File: src/rtl/kan_bram_pkg.sv
// Shared types and constants for the KAN BRAM access blocks.
// Holds the stream-reader FSM encoding, the output buffer depth and the length-width helper.
package kan_bram_pkg;

   typedef enum logic [1:0] {
      ST_IDLE  = 2'd0,
      ST_READ  = 2'd1,
      ST_DRAIN = 2'd2
   } bsr_state_e;

   localparam int BSR_FIFO_DEPTH = 2;
   localparam int BSR_CNT_W      = 2;

   // One extra bit so a command can cover every address of the BRAM.
   function automatic int bsr_len_width(input int addr_width);
      return addr_width + 1;
   endfunction

endpackage

File: src/rtl/stream_fifo2.sv
// Two-entry register FIFO holding {last, data} words between the BRAM read port and the stream.
// The head is always slot 0, so the stream sees a stable register while a beat waits for ready.
module stream_fifo2
   import kan_bram_pkg::*;
#(
   parameter int WIDTH = 33
) (
   input  logic                 clk,
   input  logic                 rstn,
   input  logic                 push,
   input  logic [WIDTH-1:0]     push_data,
   input  logic                 pop,
   output logic [BSR_CNT_W-1:0] count,
   output logic [WIDTH-1:0]     head
);

   logic [WIDTH-1:0]     slot_q [BSR_FIFO_DEPTH];
   logic [WIDTH-1:0]     slot_d [BSR_FIFO_DEPTH];
   logic [BSR_CNT_W-1:0] count_q, count_d;

   always_comb begin
      slot_d  = slot_q;
      count_d = count_q;
      case ({push, pop})
         2'b10: begin
            if (count_q == '0) slot_d[0] = push_data;
            else               slot_d[1] = push_data;
            count_d = count_q + BSR_CNT_W'(1);
         end
         2'b01: begin
            slot_d[0] = slot_q[1];
            count_d   = count_q - BSR_CNT_W'(1);
         end
         2'b11: begin
            // Full-buffer push+pop is excluded upstream; handled as a shift so it stays ordered.
            if (count_q == BSR_CNT_W'(1)) begin
               slot_d[0] = push_data;
            end else begin
               slot_d[0] = slot_q[1];
               slot_d[1] = push_data;
            end
         end
         default: ;
      endcase
   end

   always_ff @(posedge clk or negedge rstn) begin
      if (!rstn) begin
         count_q <= '0;
         for (int i = 0; i < BSR_FIFO_DEPTH; i++) slot_q[i] <= '0;
      end else begin
         count_q <= count_d;
         for (int i = 0; i < BSR_FIFO_DEPTH; i++) slot_q[i] <= slot_d[i];
      end
   end

   assign count = count_q;
   assign head  = slot_q[0];

endmodule

File: src/rtl/bram_stream_reader.sv
// Reads a (base, length) block from a one-cycle-latency BRAM port and replays it as an
// AXI-Stream with full backpressure; read issue is gated so the 2-entry buffer can never overflow.
module bram_stream_reader
   import kan_bram_pkg::*;
#(
   parameter int DATA_WIDTH = 32,
   parameter int ADDR_WIDTH = 16,
   parameter int LEN_WIDTH  = bsr_len_width(ADDR_WIDTH)
) (
   input  logic                  clk,
   input  logic                  rstn,
   input  logic                  start,
   input  logic [ADDR_WIDTH-1:0] base_addr,
   input  logic [LEN_WIDTH-1:0]  length,
   output logic                  busy,
   output logic                  done,
   output logic                  bram_rden,
   output logic [ADDR_WIDTH-1:0] bram_addr,
   input  logic [DATA_WIDTH-1:0] bram_dout,
   output logic [DATA_WIDTH-1:0] m_axis_tdata,
   output logic                  m_axis_tvalid,
   input  logic                  m_axis_tready,
   output logic                  m_axis_tlast
);

   localparam logic [BSR_CNT_W:0] DEPTH_L = (BSR_CNT_W + 1)'(BSR_FIFO_DEPTH);

   bsr_state_e            state_q, state_d;
   logic [ADDR_WIDTH-1:0] addr_q, addr_d;
   logic [LEN_WIDTH-1:0]  remaining_q, remaining_d;
   logic                  inflight_q;
   logic                  inflight_last_q;
   logic                  issue_last;
   logic                  accept;

   logic [BSR_CNT_W-1:0]  fifo_count;
   logic [DATA_WIDTH:0]   fifo_head;
   logic                  pop;
   logic                  settled;
   logic [BSR_CNT_W:0]    occupancy;
   logic [BSR_CNT_W:0]    limit;
   logic                  credit_ok;

   assign m_axis_tvalid = (fifo_count != '0);
   assign pop           = m_axis_tvalid & m_axis_tready;
   assign settled       = (fifo_count == '0) && !inflight_q;

   // Words already owned (buffered or in flight) must leave room for the one being issued.
   assign occupancy = {1'b0, fifo_count} + {{BSR_CNT_W{1'b0}}, inflight_q};
   assign limit     = DEPTH_L + {{BSR_CNT_W{1'b0}}, pop};
   assign credit_ok = occupancy < limit;

   always_comb begin
      state_d     = state_q;
      addr_d      = addr_q;
      remaining_d = remaining_q;
      bram_rden   = 1'b0;
      busy        = 1'b0;
      done        = 1'b0;
      accept      = 1'b0;
      issue_last  = 1'b0;

      case (state_q)
         ST_IDLE: begin
            accept = start;
         end
         ST_READ: begin
            busy = 1'b1;
            if (credit_ok) begin
               bram_rden   = 1'b1;
               addr_d      = addr_q + ADDR_WIDTH'(1);
               remaining_d = remaining_q - LEN_WIDTH'(1);
               if (remaining_q == LEN_WIDTH'(1)) begin
                  issue_last = 1'b1;
                  state_d    = ST_DRAIN;
               end
            end
         end
         ST_DRAIN: begin
            // The done cycle already counts as idle, so a follow-on command is taken here.
            if (settled) begin
               done    = 1'b1;
               state_d = ST_IDLE;
               accept  = start;
            end else begin
               busy = 1'b1;
            end
         end
         default: begin
            state_d = ST_IDLE;
         end
      endcase

      if (accept) begin
         addr_d      = base_addr;
         remaining_d = length;
         state_d     = (length == '0) ? ST_DRAIN : ST_READ;
      end
   end

   always_ff @(posedge clk or negedge rstn) begin
      if (!rstn) begin
         state_q         <= ST_IDLE;
         addr_q          <= '0;
         remaining_q     <= '0;
         inflight_q      <= 1'b0;
         inflight_last_q <= 1'b0;
      end else begin
         state_q         <= state_d;
         addr_q          <= addr_d;
         remaining_q     <= remaining_d;
         inflight_q      <= bram_rden;
         inflight_last_q <= issue_last;
      end
   end

   stream_fifo2 #(
      .WIDTH(DATA_WIDTH + 1)
   ) u_fifo (
      .clk      (clk),
      .rstn     (rstn),
      .push     (inflight_q),
      .push_data({inflight_last_q, bram_dout}),
      .pop      (pop),
      .count    (fifo_count),
      .head     (fifo_head)
   );

   assign bram_addr    = addr_q;
   assign m_axis_tdata = fifo_head[DATA_WIDTH-1:0];
   assign m_axis_tlast = fifo_head[DATA_WIDTH] & m_axis_tvalid;

endmodule
File: config.mk
export PLATFORM = sky130hd
export DESIGN_NAME = bram_stream_reader
export DESIGN_NICKNAME = d
export VERILOG_FILES = /design/src/rtl/kan_bram_pkg.sv /design/src/rtl/stream_fifo2.sv /design/src/rtl/bram_stream_reader.sv
export SDC_FILE = /design/constraint.sdc
export NUM_CORES = 1
export LEC_CHECK = 0
export ABC_AREA = 1
export BUFFER_PORTS_ARGS = -buffer_cell sky130_fd_sc_hd__buf_4
export CAP_MARGIN = 20
export CORE_UTILIZATION = 40
export DETAILED_ROUTE_END_ITERATION = 6
export GPL_TIMING_DRIVEN = 1
export SETUP_SLACK_MARGIN = 0.3
export SLEW_MARGIN = 10
export SYNTH_ARGS = -nofsm -noshare
export SYNTH_HDL_FRONTEND = slang
export SYNTH_SLANG_ARGS = --single-unit
File: constraint.sdc
create_clock -name clk -period 2.1 [get_ports clk]
set_input_delay 0.315 -clock clk [delete_from_list [all_inputs] [get_ports clk]]
set_output_delay 0.315 -clock clk [all_outputs]
set_load 0.1 [all_outputs]
=== Word-level counts from Yosys, hierarchy flattened ===
Cells that the tools add are included.

* Bits in registers: 105
* Logic and storage cells: 76
* Output and inout bits: 53
* Input bits: 69

* Multiplexer cells: 30
* Eq/ne operators: 14
* Order comparisons: 1
* Reductions and logical operators: 15
* Bitwise logic cells: 2
* Add/subtract/negate cells: 6

{| class="wikitable"
|+ Operators by type and width
! operator !! count
|-
| $mux 33 || 4
|-
| $pmux 33 s3 || 1
|-
| $pmux 33 s2 || 1
|-
| $mux 17 || 3
|-
| $mux 16 || 3
|-
| $eq 17x1->1 const B || 1
|-
| $logic_not 17->1 || 1
|-
| $sub 17x1->17 const B || 1
|-
| $add 16x1->16 const B || 1
|-
| $mux 2 || 5
|-
| $reduce_bool 2->1 || 5
|-
| $mux 1 || 9
|-
| $ne 3x3->1 const B || 3
|-
| $ne 2x2->1 const B || 4
|-
| $eq 2x1->1 const B || 3
|-
| $eq 2x2->1 const B || 3
|-
| $pmux 2 s3 || 1
|-
| $logic_not 2->1 || 2
|-
| $pmux 1 s2 || 2
|-
| $pmux 2 s2 || 1
|-
| $reduce_and 2->1 || 2
|-
| $reduce_and 4->1 || 1
|-
| $add 2x1->3 || 1
|-
| $add 2x1->3 const A || 1
|-
| 8 further kinds || 9
|}

=== Depth between registers and ports, before layout ===
* Depth in word-level cells: 7
* Mapped depth: 15

=== By module ===
A second synthesis with hierarchy kept.

* Cells, all modules: 909
* Area, all modules: 6386.1 um^2

{| class="wikitable"
|+ Modules (own cells, without submodules)
! module !! area each (um^2) !! instances !! seq. area each (um^2) !! cells each
|-
| stream_fifo2 || 3533.4 || 1 || 1701.6 || 446
|-
| bram_stream_reader || 2852.7 || 1 || 925.9 || 463
|}

=== Worst setup path after synthesis ===
OpenSTA, ideal clock, no wires.

* Path kind: reg-to-output
* Start point: register u_fifo.count_q[0] (netlist: u_fifo.count[0])
* End point: output port busy
* Slack: -1.207 ns
* Stages on the path, launching flop included: 6
* Path buffers: 0
* Arrival time: 2.992 ns
* Required time: 1.785 ns
* Path through: dfrtp_1 inv_1 ha_1 nand2_1 nand2_1 a21boi_0

* Longest elaborated chain between the ends: 4

{| class="wikitable"
|+ RTL lines
! what !! line !! source
|-
| start, declared || stream_fifo2.sv:19 || <nowiki>logic [BSR_CNT_W-1:0] count_q, count_d;</nowiki>
|-
| start signal, assigned || stream_fifo2.sv:52 || <nowiki>count_q <= count_d;</nowiki>
|-
| $logic_not 2->1 || bram_stream_reader.sv:46 || <nowiki>assign settled = (fifo_count == '0) && !inflight_q;</nowiki>
|-
| $logic_and 1x1->1 || bram_stream_reader.sv:46 ||
|-
| $mux 1 || bram_stream_reader.sv:81 || <nowiki>if (settled) begin</nowiki>
|-
| $pmux 1 s2 || bram_stream_reader.sv:63 || <nowiki>case (state_q)</nowiki>
|-
| end, declared || bram_stream_reader.sv:15 || <nowiki>output logic busy,</nowiki>
|}

No other way between the ends.

=== Worst setup path after layout ===
* Start point: register u_fifo.count_q[0] (netlist: u_fifo.count[0])
* End point: output port bram_rden

* Longest elaborated chain between the ends: 6
* Elaborated cells on any way between the ends: 7
* Classes of those cells: 2 x add/sub; 1 x order compare; 2 x mux; 1 x bitwise; 1 x reduce/logical

{| class="wikitable"
|+ RTL lines
! what !! line !! source
|-
| $reduce_bool 2->1 || bram_stream_reader.sv:44 || <nowiki>assign m_axis_tvalid = (fifo_count != '0);</nowiki>
|-
| $and 1x1->1 || bram_stream_reader.sv:45 || <nowiki>assign pop = m_axis_tvalid & m_axis_tready;</nowiki>
|-
| $add 2x1->3 || bram_stream_reader.sv:50 || <nowiki>assign limit = DEPTH_L + {{BSR_CNT_W{1'b0}}, pop};</nowiki>
|-
| $lt 3x3->1 (*) || bram_stream_reader.sv:51 || <nowiki>assign credit_ok = occupancy < limit;</nowiki>
|-
| $mux 1 (*) || bram_stream_reader.sv:69 || <nowiki>if (credit_ok) begin</nowiki>
|-
| $mux 1 (*) || bram_stream_reader.sv:63 ||
|-
| end, declared || bram_stream_reader.sv:17 || <nowiki>output logic bram_rden,</nowiki>
|}

Every way passes the cells marked *; elsewhere a longest branch is shown, timed or not.

==> impl_results.md <==
- Fin crit share: 0.963
- Synth area leaders: dfrtp_1, nand2_1, nand3_1
- Mux cell area share after synthesis: 0.0206
- Compound-Gate Fraction of Synth Area: 0.0864
- I/O Pins: 122
- CP Class: reg -> out
- NumNets Final: 1019
- Synth top cells by count: nand2_1, dfrtp_1, nor2_1
- Count leader, synth: nand2_1
- FF-to-FF End: u_fifo.slot_q[10]
- Top sig layer: met4
- Synth area leader: dfrtp_1
- Gr usage total: 0.205
- #FFs+latches synth: 105
- Largest family of logic cells by synthesized area: simple AND/OR/NAND/NOR gates
- Share of cells above drive strength 1: 0.269
- Cts bufs inserted: 9
- Die Footprint: 16000 um2
- Clock sinks: 105
- Antenna-violating nets left: 0
- Xor and xnor area share after synthesis: 0.0113
- Root Driver: clkbuf_16
- Synth async-reset ratio: 1.00
- DP HPWL: 10600 um
- Final setup violation count: 0
- Arrival time worst endpoint: 1.71 ns
- HP Start: bram_dout[22]
- Mapped Cells: 825
- Worst r2r path cells: 12
- WHS Path Cells: 3
- CP startpoint kind: flip-flop
- Final Hold Vio Count: 0
- Syn avg cell area: 7.49 um2
- Vias/cell: 5.14
- Top cell type's share of synthesized area: 0.425
- Vias in the first global route: 5235
- Vias: 5793
- Final wirelength: 17400 um
- Slew at the pin closest to its max-slew limit: 0.518 ns
- DR pass1 iterations: 5
- Yosys warns: 0
- Worst path cell trace: buf_6 > ha_4 > ha_4 > nand2_4 > nand2_4 > nor2_4 > buf_12
- Number of synthesized flops with an enable pin: 0
- Fmax: 494 MHz
- Met3 wire length: 1040 um
- Synth cell types: 30
- Antenna cells: 0
- Crit. End Element: output pin
- Drt wl/cell: 15.5 um
- CTS tree: yes
- CP max stage cell: dfrtp_1
- Gr ovfl total: 0
- First DRT Iteration DRCs: 416
- Bufs on Longest Clock Path: 2
- First-pass GRT wire length: 26200 um
- Die W: 126 um
- Setup Skew: 0.00782 ns
- RSZ-0062 raised after global routing: true
- Fin. max-slew vios: 0
- Required time of the critical path: 1.78 ns
- Slowest stage delay, CP: 0.40 ns
- DRC violations left: 0
- Min cycle time layout: 2.02 ns
- Classification of the worst-slack hold path: in -> reg
- Synth Net Count: 908
- Clk slew on worst S/H paths: 0.08 ns
- Largest net degree at the start of global routing: 67
- Post-synthesis simple-gate area fraction: 0.320
- Post-Route Setup TNS: 0 ns
- # H-tree levels: 3
- Cell Area, Synth: 6180 um2
- DRT met1 WL: 7940 um
- Area Overhead vs Synth: 32.1%
- Antenna violations before repair: 0
- Row count: 45
- Seq/Total Area, Yosys: 0.425
- Max-Cap Viols: 0
- Crit path max fanout: 4
- DR WL met2: 8130 um
- Synth Area in Adders: 0.0283
- RePlAce Congestion: 0.813
- Run status: completed
- Worst reg2reg setup slack: 0.16 ns
- Relative slew slack: 0.655
- Clk_lat worst skew: 0.36 ns
- Die Y: 126 um
- Total core area: 15100 um2
- Critical R2R Launch: u_fifo.count[0]
- Hold worst-path end: u_fifo.slot_q[22]
- Synth Flop Type: dfrtp_1
- Initial Util: 0.408
- Port bufs: 121
## per-stage QoR
stage / setup WS, ns / util / cells / instance area, um2 / hold WS (ns)
floorplan: 0.0427 / - / 825 / 6240 / 0.0194
global placement: 0.104 / 0.471 / 1083 / 7130 / 0.325
detailed placement: 0.0442 / 0.471 / 1083 / 7130 / 0.330
CTS: 0.0770 / 0.503 / 1105 / 7620 / 0.181
global route: 0.0384 / 0.539 / 1128 / 8160 / 0.191
finish: 0.0770 / 0.539 / 1128 / 8160 / 0.192
## worst max-delay path, delay by kind of cell, from the launching register on
kind | cells | cell delay [ns]
flops | 1 | 0.40
buf+inv | 2 | 0.31
fa+ha+maj | 2 | 0.37
simple gates | 3 | 0.27
## what timing repair did
| item | 4_1_cts | 5_1_grt |
|---|---|---|
| pin swaps | 5 | 8 |
| setup buffers | 5 | 10 |
| gates cloned | 1 | 13 |
| resized for setup | 34 | 59 |
| endpoints found under the hold margin | 36 | 0 |
| hold buffers | 1 | 0 |
| endpoints found under the setup margin | 100 | 105 |
## layout by cell type, fill, tap and decap left out, drive strengths merged, types with 4 or more instances in the layout
master,count
dfrtp,105
clkbuf,18
ha,14
nand3,100
nand3b,6
xnor2,4
inv,54
a31oi,33
buf,160
xor2,4
nor2,109
o21ai,60
mux2,10
nand4,9
nand2,242
## layer usage
metal  track usage  vias to the layer above
li1              -                     2876
met1         0.280                     2691
met2         0.329                      202
met3        0.0409                       24
met4        0.0652                        0
met5             0                        -
## cells by family after synthesis
| kind of cell | Yosys count |
|---|---|
| compound gates | 97 |
| flops | 105 |
| simple gates | 468 |
| xor+xnor | 8 |
| fa+ha+maj | 14 |
| mux | 10 |
| buf+inv | 123 |
## cell type report
class,count,area [um2]
multi-input cells,599,3120
clock buffers,10,229
clock inverters,5,61.3
repair inverters,2,22.5
inverters,50,216
fillers,1453,6980
well taps,188,235
repair buffers,169,1640
flip-flops and latches,105,2640
## registers in the layout, summed over array words and instances, names as in the netlist
signal	flops
state_q	2
bram_addr	16
u_fifo.count	2
inflight_q	1
remaining_q	17
u_fifo.slot_q	33
u_fifo.head	33
inflight_last_q	1
## worst max path at each step
stage,depth (start not counted),endpoint,start
after floorplan,5,busy,u_fifo.count[0]
after global placement,14,u_fifo.slot_q[30],u_fifo.count[0]
after detailed placement,14,u_fifo.slot_q[14],u_fifo.count[0]
after CTS,9,bram_rden,u_fifo.count[0]
after global routing,7,bram_rden,u_fifo.count[0]
final,7,bram_rden,u_fifo.count[0]
Power is left out: the tool's default activity adds up to more than one toggle a clock period on the data nets, which glitch-free logic cannot reach.
